## src/rtl/mux8_serializer.sv

```systemverilog
// Parallel-to-serial front end for an external 8:1 mux: holds a loaded word on mux_in,
// walks mux_sel across all bit positions and forwards mux_y as a valid/ready serial stream.
module mux8_serializer #(
    parameter bit MSB_FIRST = 1'b0
) (
    input  logic       clk,
    input  logic       rst,
    input  logic       load_valid,
    output logic       load_ready,
    input  logic [7:0] load_data,
    output logic [7:0] mux_in,
    output logic [2:0] mux_sel,
    input  logic       mux_y,
    output logic       ser_data,
    output logic       ser_valid,
    input  logic       ser_ready,
    output logic       ser_last,
    output logic       busy
);

    typedef enum logic {
        IDLE,
        SHIFT
    } state_t;

    state_t     state, state_next;
    logic [7:0] word, word_next;
    logic [2:0] cnt, cnt_next;
    logic       beat;
    logic       load;
    logic       last_pos;

    assign mux_in    = word;
    assign mux_sel   = MSB_FIRST ? (3'd7 - cnt) : cnt;
    assign ser_data  = mux_y;
    assign ser_valid = (state == SHIFT);
    assign busy      = ser_valid;
    assign last_pos  = (cnt == 3'd7);
    assign ser_last  = ser_valid & last_pos;
    assign beat      = ser_valid & ser_ready;
    // A word may be taken while the previous one drains its final bit, so streams chain without a gap.
    assign load_ready = !rst & ((state == IDLE) | (beat & last_pos));
    assign load       = load_valid & load_ready;

    always_comb begin
        state_next = state;
        word_next  = word;
        cnt_next   = cnt;
        case (state)
            IDLE: begin
                if (load) begin
                    word_next  = load_data;
                    cnt_next   = 3'd0;
                    state_next = SHIFT;
                end
            end
            SHIFT: begin
                if (beat) begin
                    if (!last_pos) begin
                        cnt_next = cnt + 3'd1;
                    end else if (load) begin
                        word_next = load_data;
                        cnt_next  = 3'd0;
                    end else begin
                        cnt_next   = 3'd0;
                        state_next = IDLE;
                    end
                end
            end
            default: begin
                state_next = IDLE;
                cnt_next   = 3'd0;
            end
        endcase
    end

    always_ff @(posedge clk) begin
        if (rst) begin
            state <= IDLE;
            word  <= 8'd0;
            cnt   <= 3'd0;
        end else begin
            state <= state_next;
            word  <= word_next;
            cnt   <= cnt_next;
        end
    end

endmodule

```

## config.mk

```make
export PLATFORM = sky130hd
export DESIGN_NAME = mux8_serializer
export DESIGN_NICKNAME = d
export VERILOG_FILES = /design/src/rtl/mux8_serializer.sv
export SDC_FILE = /design/constraint.sdc
export NUM_CORES = 1
export LEC_CHECK = 0
export BUFFER_PORTS_ARGS = -buffer_cell sky130_fd_sc_hd__buf_2
export CAP_MARGIN = 0
export CORE_AREA = 5 5 42 44
export DETAILED_ROUTE_END_ITERATION = 16
export DIE_AREA = 0 0 47 49
export GPL_ROUTABILITY_DRIVEN = 0
export PLACE_DENSITY = 0.73
export SETUP_SLACK_MARGIN = 0.5
export SLEW_MARGIN = 20
export SYNTH_ARGS = -nofsm -noshare
export SYNTH_HDL_FRONTEND = slang
export SYNTH_SLANG_ARGS = --single-unit
export TNS_END_PERCENT = 1
```

## constraint.sdc

```tcl
create_clock -name clk -period 2.3 [get_ports clk]
set_clock_uncertainty 0.1 [all_clocks]
set_input_delay 0.23 -clock clk [delete_from_list [all_inputs] [get_ports clk]]
set_output_delay 0.23 -clock clk [all_outputs]
set_load 0.01 [all_outputs]
```

* Yosys cells after proc, flatten, opt, wreduce, memory -nomap -nowiden
Cells that the tools add are included.
** Cells by class
- Equal/unequal tests :: 4
- Reductions and logical operators :: 3
- Bitwise gates (word level) :: 7
- Mux-type cells :: 12
- Add/sub/neg operators :: 1
** Operator list (count)
- 8-bit two-way mux :: 3
- 8-bit one-hot mux with 2 select lines :: 1
- 3-bit two-way mux :: 3
- 3-bit one-hot mux with 2 select lines :: 1
- 1-bit AND :: 5
- 2-bit by 1-bit inequality test with 1-bit output, second input constant :: 2
- 2-bit AND reduction :: 2
- 3-bit by 1-bit adder with 3-bit output, second input constant :: 1
- 3-bit equality test, second input constant :: 1
- 1-bit two-way mux :: 3
- 2-bit inequality test, second input constant :: 1
- 1-bit one-hot mux with 2 select lines :: 1
- 1-bit zero test :: 1
- 1-bit NOT :: 1
- 1-bit bitwise OR :: 1
** Storage, ports and cells
- Output and inout port bits :: 16
- Register bits after elaboration :: 12
- Word-level logic and storage cells :: 30

* Logic depth before layout (Yosys ltp)
Gate-level depths: netlist of run 1.
- Depth after elaboration :: 9
- Mapped depth :: 5

* Least setup slack after synthesis of run 1
OpenSTA, ideal clock, no wires.
- Kind :: register to register
- Start point :: reg cnt[0], in the netlist mux_sel[0]
- End point :: reg word[0], in the netlist mux_in[0]
- Cell stages (with the launch flop) :: 6
- Setup time :: 121 ps
- Setup slack :: 544 ps
- Data required time :: 2079 ps
- Arrival time :: 1535 ps
- Cells stage by stage :: dfxtp_1 > ha_1 > ha_1 > a21boi_4 > nor3b_4 > mux2_2
** Between the ends
- Cells in the longest elaborated chain, start to end :: 9
** Ends and longest elaborated chain
- start, declared :: RTL line 28 : logic [2:0] cnt, cnt_next;
- start signal, assigned :: RTL line 85 : cnt <= cnt_next;
- 3-bit equality test * :: RTL line 38 : assign last_pos = (cnt == 3'd7);
- 1-bit AND :: RTL line 42 : assign load_ready = !rst & ((state == IDLE) | (beat & last_pos));
- 1-bit bitwise OR :: RTL line 42
- 1-bit AND :: RTL line 42
- 1-bit AND :: RTL line 43 : assign load = load_valid & load_ready;
- 8-bit two-way mux (3 in a row)
- 8-bit one-hot mux with 2 select lines
- end signal, assigned :: RTL line 84 : word <= word_next;
- end, declared :: RTL line 27 : logic [7:0] word, word_next;
Every way passes the cells marked *; elsewhere a longest branch is shown, timed or not. The select of a mux whose other input is x is not followed.
A chain may end at the register's enable or synchronous reset.

* Worst setup path after layout of run 1
- Start point :: reg cnt[0], in the netlist mux_sel[0]
- End point :: out load_ready
** Between the ends
- Cells in the longest elaborated chain, start to end :: 4
** Ends and longest elaborated chain
- 3-bit equality test :: RTL line 38
- 1-bit AND :: RTL line 42
- 1-bit bitwise OR :: RTL line 42
- 1-bit AND :: RTL line 42
- end, declared :: RTL line 9 : output logic load_ready,
No other way between the ends.

==> results of run 1 <==
[cells in the final DEF, fill, tap and decap left out]
cell type   n
buf_12      1
a21boi_4    1
clkbuf_4    3
ha_1        1
buf_2      26
ha_2        1
a32oi_1     3
mux2_2      8
nor2_1      7
and2_1      1
clkbuf_8    1
nor2b_1     8
nor3b_4     1
dfxtp_2     1
dfxtp_1    11
mux2i_1     1
[sequential cells by signal (all words and copies together) (netlist names)]
register  count
busy          1
mux_in        8
mux_sel       3
[final cells by class]
class	instances	share of cell area
multi-input combinational	32	0.3795
clock buffer	4	0.05026
sequential	12	0.3345
tap	16	0.02773
timing repair buffer	27	0.2080
[where the power goes]
group	leakage, uW	switching, uW	total, uW	internal [uW]
clock network	0.0000210	68.8	165	96.1
registers	0.0000990	7.59	228	220
logic	0.000240	32.2	71.4	39.2
total	0.000360	109	464	356
[synthesized netlist by cell type]
cell,instances
dfxtp_1,12
mux2_2,8
nor2b_1,8
nor2_1,7
a32oi_1,3
buf_4,2
ha_1,2
a21boi_4,1
and2_1,1
clkbuf_1,1
mux2i_1,1
nor3b_4,1
[cells by family (layout without fill, tap and decap cells)]
family | after synthesis | in the layout | share of synthesized area
AND/OR/NAND/NOR | 17 | 17 | 0.1911
flip-flops | 12 | 12 | 0.4528
multiplexers | 9 | 9 | 0.1887
AO/OA/AOI/OAI | 4 | 4 | 0.08492
buffers and inverters | 3 | 31 | 0.03536
adder cells (fa/ha/maj) | 2 | 2 | 0.04716
[timing repair]
action / 4_1_cts / 5_1_grt
resized for setup: 0 / 2
setup buffers: 1 / 0
pin swaps: 1 / 1
endpoints found under the setup margin: 8 / 8
[routing by layer]
metal  global-route usage  share of wire  vias to the layer above  routed length (um)
met5                    0              0                        -                   0
met4              0.05991         0.0053                        0                   6
met3              0.02583          0.083                        2                  94
met2               0.1606           0.46                       17                 521
met1               0.1362           0.45                      205                 516
li1                     -              -                      218                   -
[stage by stage]
stage	util	power (uW)	cell area (um2)	hold slack (ps)	setup WS [ps]
2_1_floorplan	-	272.5	530.5	250.7	544.5
3_3_place_gp	0.4723	298.3	661.9	356.2	507.0
3_5_place_dp	0.4723	300.5	661.9	360.2	465.2
4_1_cts	0.5125	473.4	718.2	69.99	507.9
5_1_grt	0.5152	488.8	721.9	76.35	506.1
6_report	0.5152	464.2	721.9	79.44	555.3
[worst max path at each step]
stage,cells after the start,slack (ps),end,from
6_report,5,560,load_ready,mux_sel[0]
4_1_cts,5,510,load_ready,mux_sel[0]
3_5_place_dp,5,470,mux_in[6],mux_sel[0]
3_3_place_gp,5,510,mux_in[3],mux_sel[0]
2_1_floorplan,5,540,mux_in[0],mux_sel[0]
5_1_grt,5,510,load_ready,mux_sel[0]
==> results.py, run 1 <==
metrics = {
    "sta": {
        "relSlewSlack": 0.8095,
        "setup_viol": 0,
        "finalCritPeriodShare": 0.7585,
        "tns_ps": 0,
        "max_freq_mhz": 573.2,
        "maxSlewViolCount": 0,
        "worst_pin_slew_ps": 277.8,
        "hold_viol": 0,
        "period_needed_ps": 1745,
        "rsz0062_at_grt": "false",
    },
    "die": {
        "die_area_um2": 2303,
        "coreArea_um2": 1401,
        "io_pins": 29,
        "initial_core_util": 0.3786,
        "die_h_um": 49,
        "row_count": 14,
        "fp.dieW_um": 47,
    },
    "worst_setup_path": {
        "crit_chain": "ha_1 -> ha_2 -> a21boi_4 -> nor2_1 -> buf_2",
        "cpMaxStageDelayCell": "dfxtp_2",
        "worstPathRequired_ps": 1970,
        "cp-end-kind": "output port",
        "crit_type": "reg2out",
        "reg2reg_from": "mux_sel[1]",
        "cpPeakStageDelay_ps": 340,
        "reg2reg_depth": 6,
        "start_kind": "flip-flop",
        "crit_family": "adder cells",
        "arrival_ps": 1410,
        "critPathBufInv": 1,
        "worstPathMaxFanout": 4,
        "reg2reg_to": "mux_in[4]",
        "r2r_setup_slack_ps": 590,
    },
    "cts": {
        "cts_buffers": 3,
        "ctsHoldBuffers": 0,
        "h-tree-depth": 1,
        "clk_path_buf_depth": 2,
        "cts.clk_slew.worst_paths_ps": 80,
        "cts_sinks": 12,
        "clk_latency_ps": 270,
        "root_buffer": "clkbuf_4",
        "cts_tree": "yes",
    },
    "finish": {
        "nNetsFinal": 91,
        "syn2layout_area_growth_pct": 36.08,
        "multi_input_area_um2": 274.0,
        "drive_gt1_frac": 0.5733,
        "regArea_um2": 241.5,
        "num-fill-cells": 135,
        "final_cell_count_no_fill": 91,
        "diodes": 0,
    },
    "logic_synthesis": {
        "yosys.area.top_type_share": 0.4528,
        "yosys.area.top_type": "dfxtp_1",
        "syn-cell-area_um2": 530.5,
        "avgSynthCellArea_um2": 11.29,
        "synth_seq_cells": 12,
        "ys_seq_area_frac": 0.4528,
        "synth_nets": 62,
        "synth_cell_types": 12,
        "ys_warn_count": 0,
        "ys_top_cells_by_area": "dfxtp_1 45%, mux2_2 17%, nor2b_1 9.4%",
        "syn_inst": 47,
    },
    "global_route": {
        "grt_antenna_before_repair": 0,
        "grt-ovfl-total": 0,
        "first_global_vias": 431,
        "grt_pass1_wl_mm": 1.828,
        "grt_max_degree": 15,
        "track_usage": 0.1076,
    },
    "drt": {
        "viasPerCell": 4.857,
        "dr.pass1.iters": 2,
        "drc": 0,
        "wl_per_cell_um": 12.51,
        "routed_wl_mm": 1.138,
        "drt_iter0_drc": 1,
        "drtAntennaViolNets": 0,
        "num_vias": 442,
    },
    "power": {
        "leakage_uw": 0.0003602,
        "power_density_nw_per_um2": 642.9,
        "vdd_drop_max_uv": 375.0,
    },
    "placed_design": {
        "dp_hpwl_um": 861.2,
        "port_buffers": 26,
        "place_inst": 86,
    },
    "min_path": {
        "hp-start": "load_data[5]",
        "worstHoldPathCells": 2,
        "hold_end": "mux_in[5]",
        "hold_path.class": "in2reg",
    },
    "outcome": {
        "outcome": "finished clean",
    },
    "flow_run": {
        "cap_violations": 0,
    },
}
(Power assumes the default switching activity.)
==> run 2, diff against run 1 <==
--- a/config.mk
+++ b/config.mk
@@ -5,13 +5,14 @@
 export SDC_FILE = /design/constraint.sdc
 export NUM_CORES = 1
 export LEC_CHECK = 0
+export ABC_AREA = 1
 export BUFFER_PORTS_ARGS = -buffer_cell sky130_fd_sc_hd__buf_2
 export CAP_MARGIN = 0
 export CORE_AREA = 5 5 42 44
 export DETAILED_ROUTE_END_ITERATION = 16
 export DIE_AREA = 0 0 47 49
 export GPL_ROUTABILITY_DRIVEN = 0
-export PLACE_DENSITY = 0.73
+export PLACE_DENSITY = 0.72
 export SETUP_SLACK_MARGIN = 0.5
 export SLEW_MARGIN = 20
 export SYNTH_ARGS = -nofsm -noshare
==> constraint.sdc (replaced) <==
create_clock -name clk -period 1.75 [get_ports clk]
set_clock_uncertainty 0.1 [all_clocks]
set_input_delay 0.175 -clock clk [delete_from_list [all_inputs] [get_ports clk]]
set_output_delay 0.175 -clock clk [all_outputs]
set_load 0.01 [all_outputs]
==> run 2 against run 1 <==
Net effect:
- cell count grew 21%
- sequential share of layout area decreased by 0.45 points
- worst setup slack got worse by 290 ps
- utilization increased by 2.1 points
- count of clock-buffer cells in the layout shrank 1
- area after synthesis fell by 0.71%
- routed wire length is 14% higher
- synthesized cell count is 38% higher
- sequential cell count stayed put
- power rose by 23%
- global-route usage grew 1.5 points
==> results.py, run 2 <==
metrics = {
    "logic_synthesis": {
        "yosys-top-cells-count": "19 x nand3_1, 15 x nand2_1, 12 x dfxtp_1",
        "avgSynthCellArea_um2": 8.104,
        "synth_seq_cells": 12,
        "ys_top_cells_by_area": "dfxtp_1 46%, nand3_1 18%, nand2_1 11%",
        "yosys.area.top_type": "dfxtp_1",
        "ys_seq_area_frac": 0.4561,
        "synthMostInstantiatedCell": "nand3_1",
        "ys_warn_count": 0,
        "synth_cell_types": 12,
        "syn_inst": 65,
        "async_flop_share": 0,
        "syn-cell-area_um2": 526.8,
        "synth_edf_count": 0,
        "synth_nets": 80,
        "ys.flop_type": "dfxtp_1",
        "yosys.area.top_type_share": 0.4561,
    },
    "power": {
        "vdd_drop_max_uv": 460.8,
        "power_density_nw_per_um2": 758.1,
        "leakage_uw": 0.0004107,
    },
    "drt": {
        "wl_per_cell_um": 11.83,
        "routed_wl_mm": 1.301,
        "drc": 0,
        "drtAntennaViolNets": 0,
        "viasPerCell": 4.836,
        "num_vias": 532,
        "dr.pass1.iters": 4,
        "drt_iter0_drc": 8,
    },
    "worst_setup_path": {
        "r2r_setup_slack_ps": 430,
        "reg2reg_depth": 7,
        "worstPathMaxFanout": 3,
        "reg2reg_to": "mux_in[2]",
        "crit_type": "reg2out",
        "start_kind": "flip-flop",
        "cp-end-kind": "output port",
        "arrival_ps": 1210,
        "worstPathRequired_ps": 1470,
        "reg2reg_from": "mux_sel[1]",
    },
    "finish": {
        "syn2layout_area_growth_pct": 42.52,
        "diodes": 0,
        "most-common-layout-cells": "25 x buf_2, 18 x nand3_1, 14 x nand2_1, 10 x dfxtp_1, 5 x inv_1",
        "final_cell_count_no_fill": 110,
        "num-fill-cells": 148,
        "drive_gt1_frac": 0.4362,
        "nNetsFinal": 110,
        "regArea_um2": 247.7,
        "multi_input_area_um2": 279.0,
        "largest_register_ffs": 8,
        "layout_commonest_cell": "buf_2",
    },
    "die": {
        "fp.dieW_um": 47,
        "io_pins": 29,
        "die_h_um": 49,
        "row_count": 14,
        "initial_core_util": 0.3759,
        "coreArea_um2": 1401,
        "die_area_um2": 2303,
    },
    "cts": {
        "clk_path_buf_depth": 2,
        "root_buffer": "clkbuf_4",
        "h-tree-depth": 1,
        "ctsHoldBuffers": 0,
        "cts_tree": "yes",
        "clk_latency_ps": 270,
        "cts.clk_slew.worst_paths_ps": 80,
        "cts_sinks": 12,
        "cts_buffers": 3,
    },
    "global_route": {
        "grt_antenna_before_repair": 0,
        "track_usage": 0.1229,
        "grt_max_degree": 12,
        "first_global_vias": 531,
        "grt_pass1_wl_mm": 2.125,
        "grt-ovfl-total": 0,
    },
    "min_path": {
        "hold_end": "mux_in[6]",
        "hold_path.class": "in2reg",
        "worstHoldPathCells": 3,
        "hp-start": "load_data[6]",
    },
    "sta": {
        "worst_pin_slew_ps": 411.8,
        "hold_viol": 0,
        "setup_viol": 0,
        "rsz0062_at_grt": "true",
        "maxSlewViolCount": 0,
        "setup_slack_ps": 266.0,
        "tns_ps": 0,
        "relSlewSlack": 0.7252,
        "max_freq_mhz": 673.9,
        "finalCritPeriodShare": 0.8480,
        "period_needed_ps": 1484,
    },
    "flow_run": {
        "cap_violations": 0,
    },
    "placed_design": {
        "post-place-ws_ps": 358.1,
        "place_inst": 103,
        "dp_hpwl_um": 975.2,
        "port_buffers": 26,
    },
    "outcome": {
        "outcome": "finished clean",
    },
}
## run 2: critical path: stages, from the launching register on
cell and delay, ps:
dfxtp_4 360, ha_4 130, ha_4 140, nand2_4 50
a21oi_4 140, buf_6 120
## run 2: logic make-up after synthesis
group | share of synthesized area
buffers and inverters | 0.09976
adders and majority gates | 0.04750
AOI/OAI and AO/OA | 0.06413
and+or+nand+nor | 0.3325
DFF | 0.4561
## run 2: final cells by class
cell class | instances | share of cell area
multi-input cells | 44 | 0.3717
flip-flops and latches | 12 | 0.3300
repair buffers | 29 | 0.2117
clock buffers | 3 | 0.03000
well taps | 16 | 0.02667
inverters | 5 | 0.02500
clock inverters | 1 | 0.005000
## run 2: power by group
group	internal, uW	leakage, uW	switching (uW)
logic	42.5	0.000295	53.6
registers	288	0.000100	10.8
clock network	82.5	0.0000154	92.1
## run 2: metrics by stage
step                        util  cell area (um2)  total power, uW  hold WS, ps
after floorplan                -            574.3            360.1        134.4
after global placement    0.4929            690.7            392.1        250.2
after detailed placement  0.4929            690.7            394.1        250.2
after CTS                 0.5313            744.5            571.1        23.90
after global routing      0.5357            750.7            604.4        30.08
final                     0.5357            750.7            569.1        22.73
## run 2: worst max-delay path by stage
stage	endpoint	depth (start not counted)	start
global placement	load_ready	5	mux_sel[1]
floorplan	mux_in[0]	6	mux_sel[1]
finish	load_ready	5	mux_sel[1]
detailed placement	load_ready	5	mux_sel[1]
CTS	load_ready	5	mux_sel[1]
global route	load_ready	5	mux_sel[1]
## run 2: repair_timing
item,CTS,global route
hold endpoints to repair,0,0
gates resized for setup,1,1
setup endpoints to repair,11,13
pin swaps,1,0
gates cloned,0,0
buffers inserted,3,0
## run 2: per-layer routing
layer / vias to the layer above / wire, um / global-route usage
li1: 272 / - / -
met1: 232 / 604 / 0.1574
met2: 24 / 541 / 0.1787
met3: 4 / 125 / 0.03321
met4: 0 / 30 / 0.06912
met5: - / 0 / 0
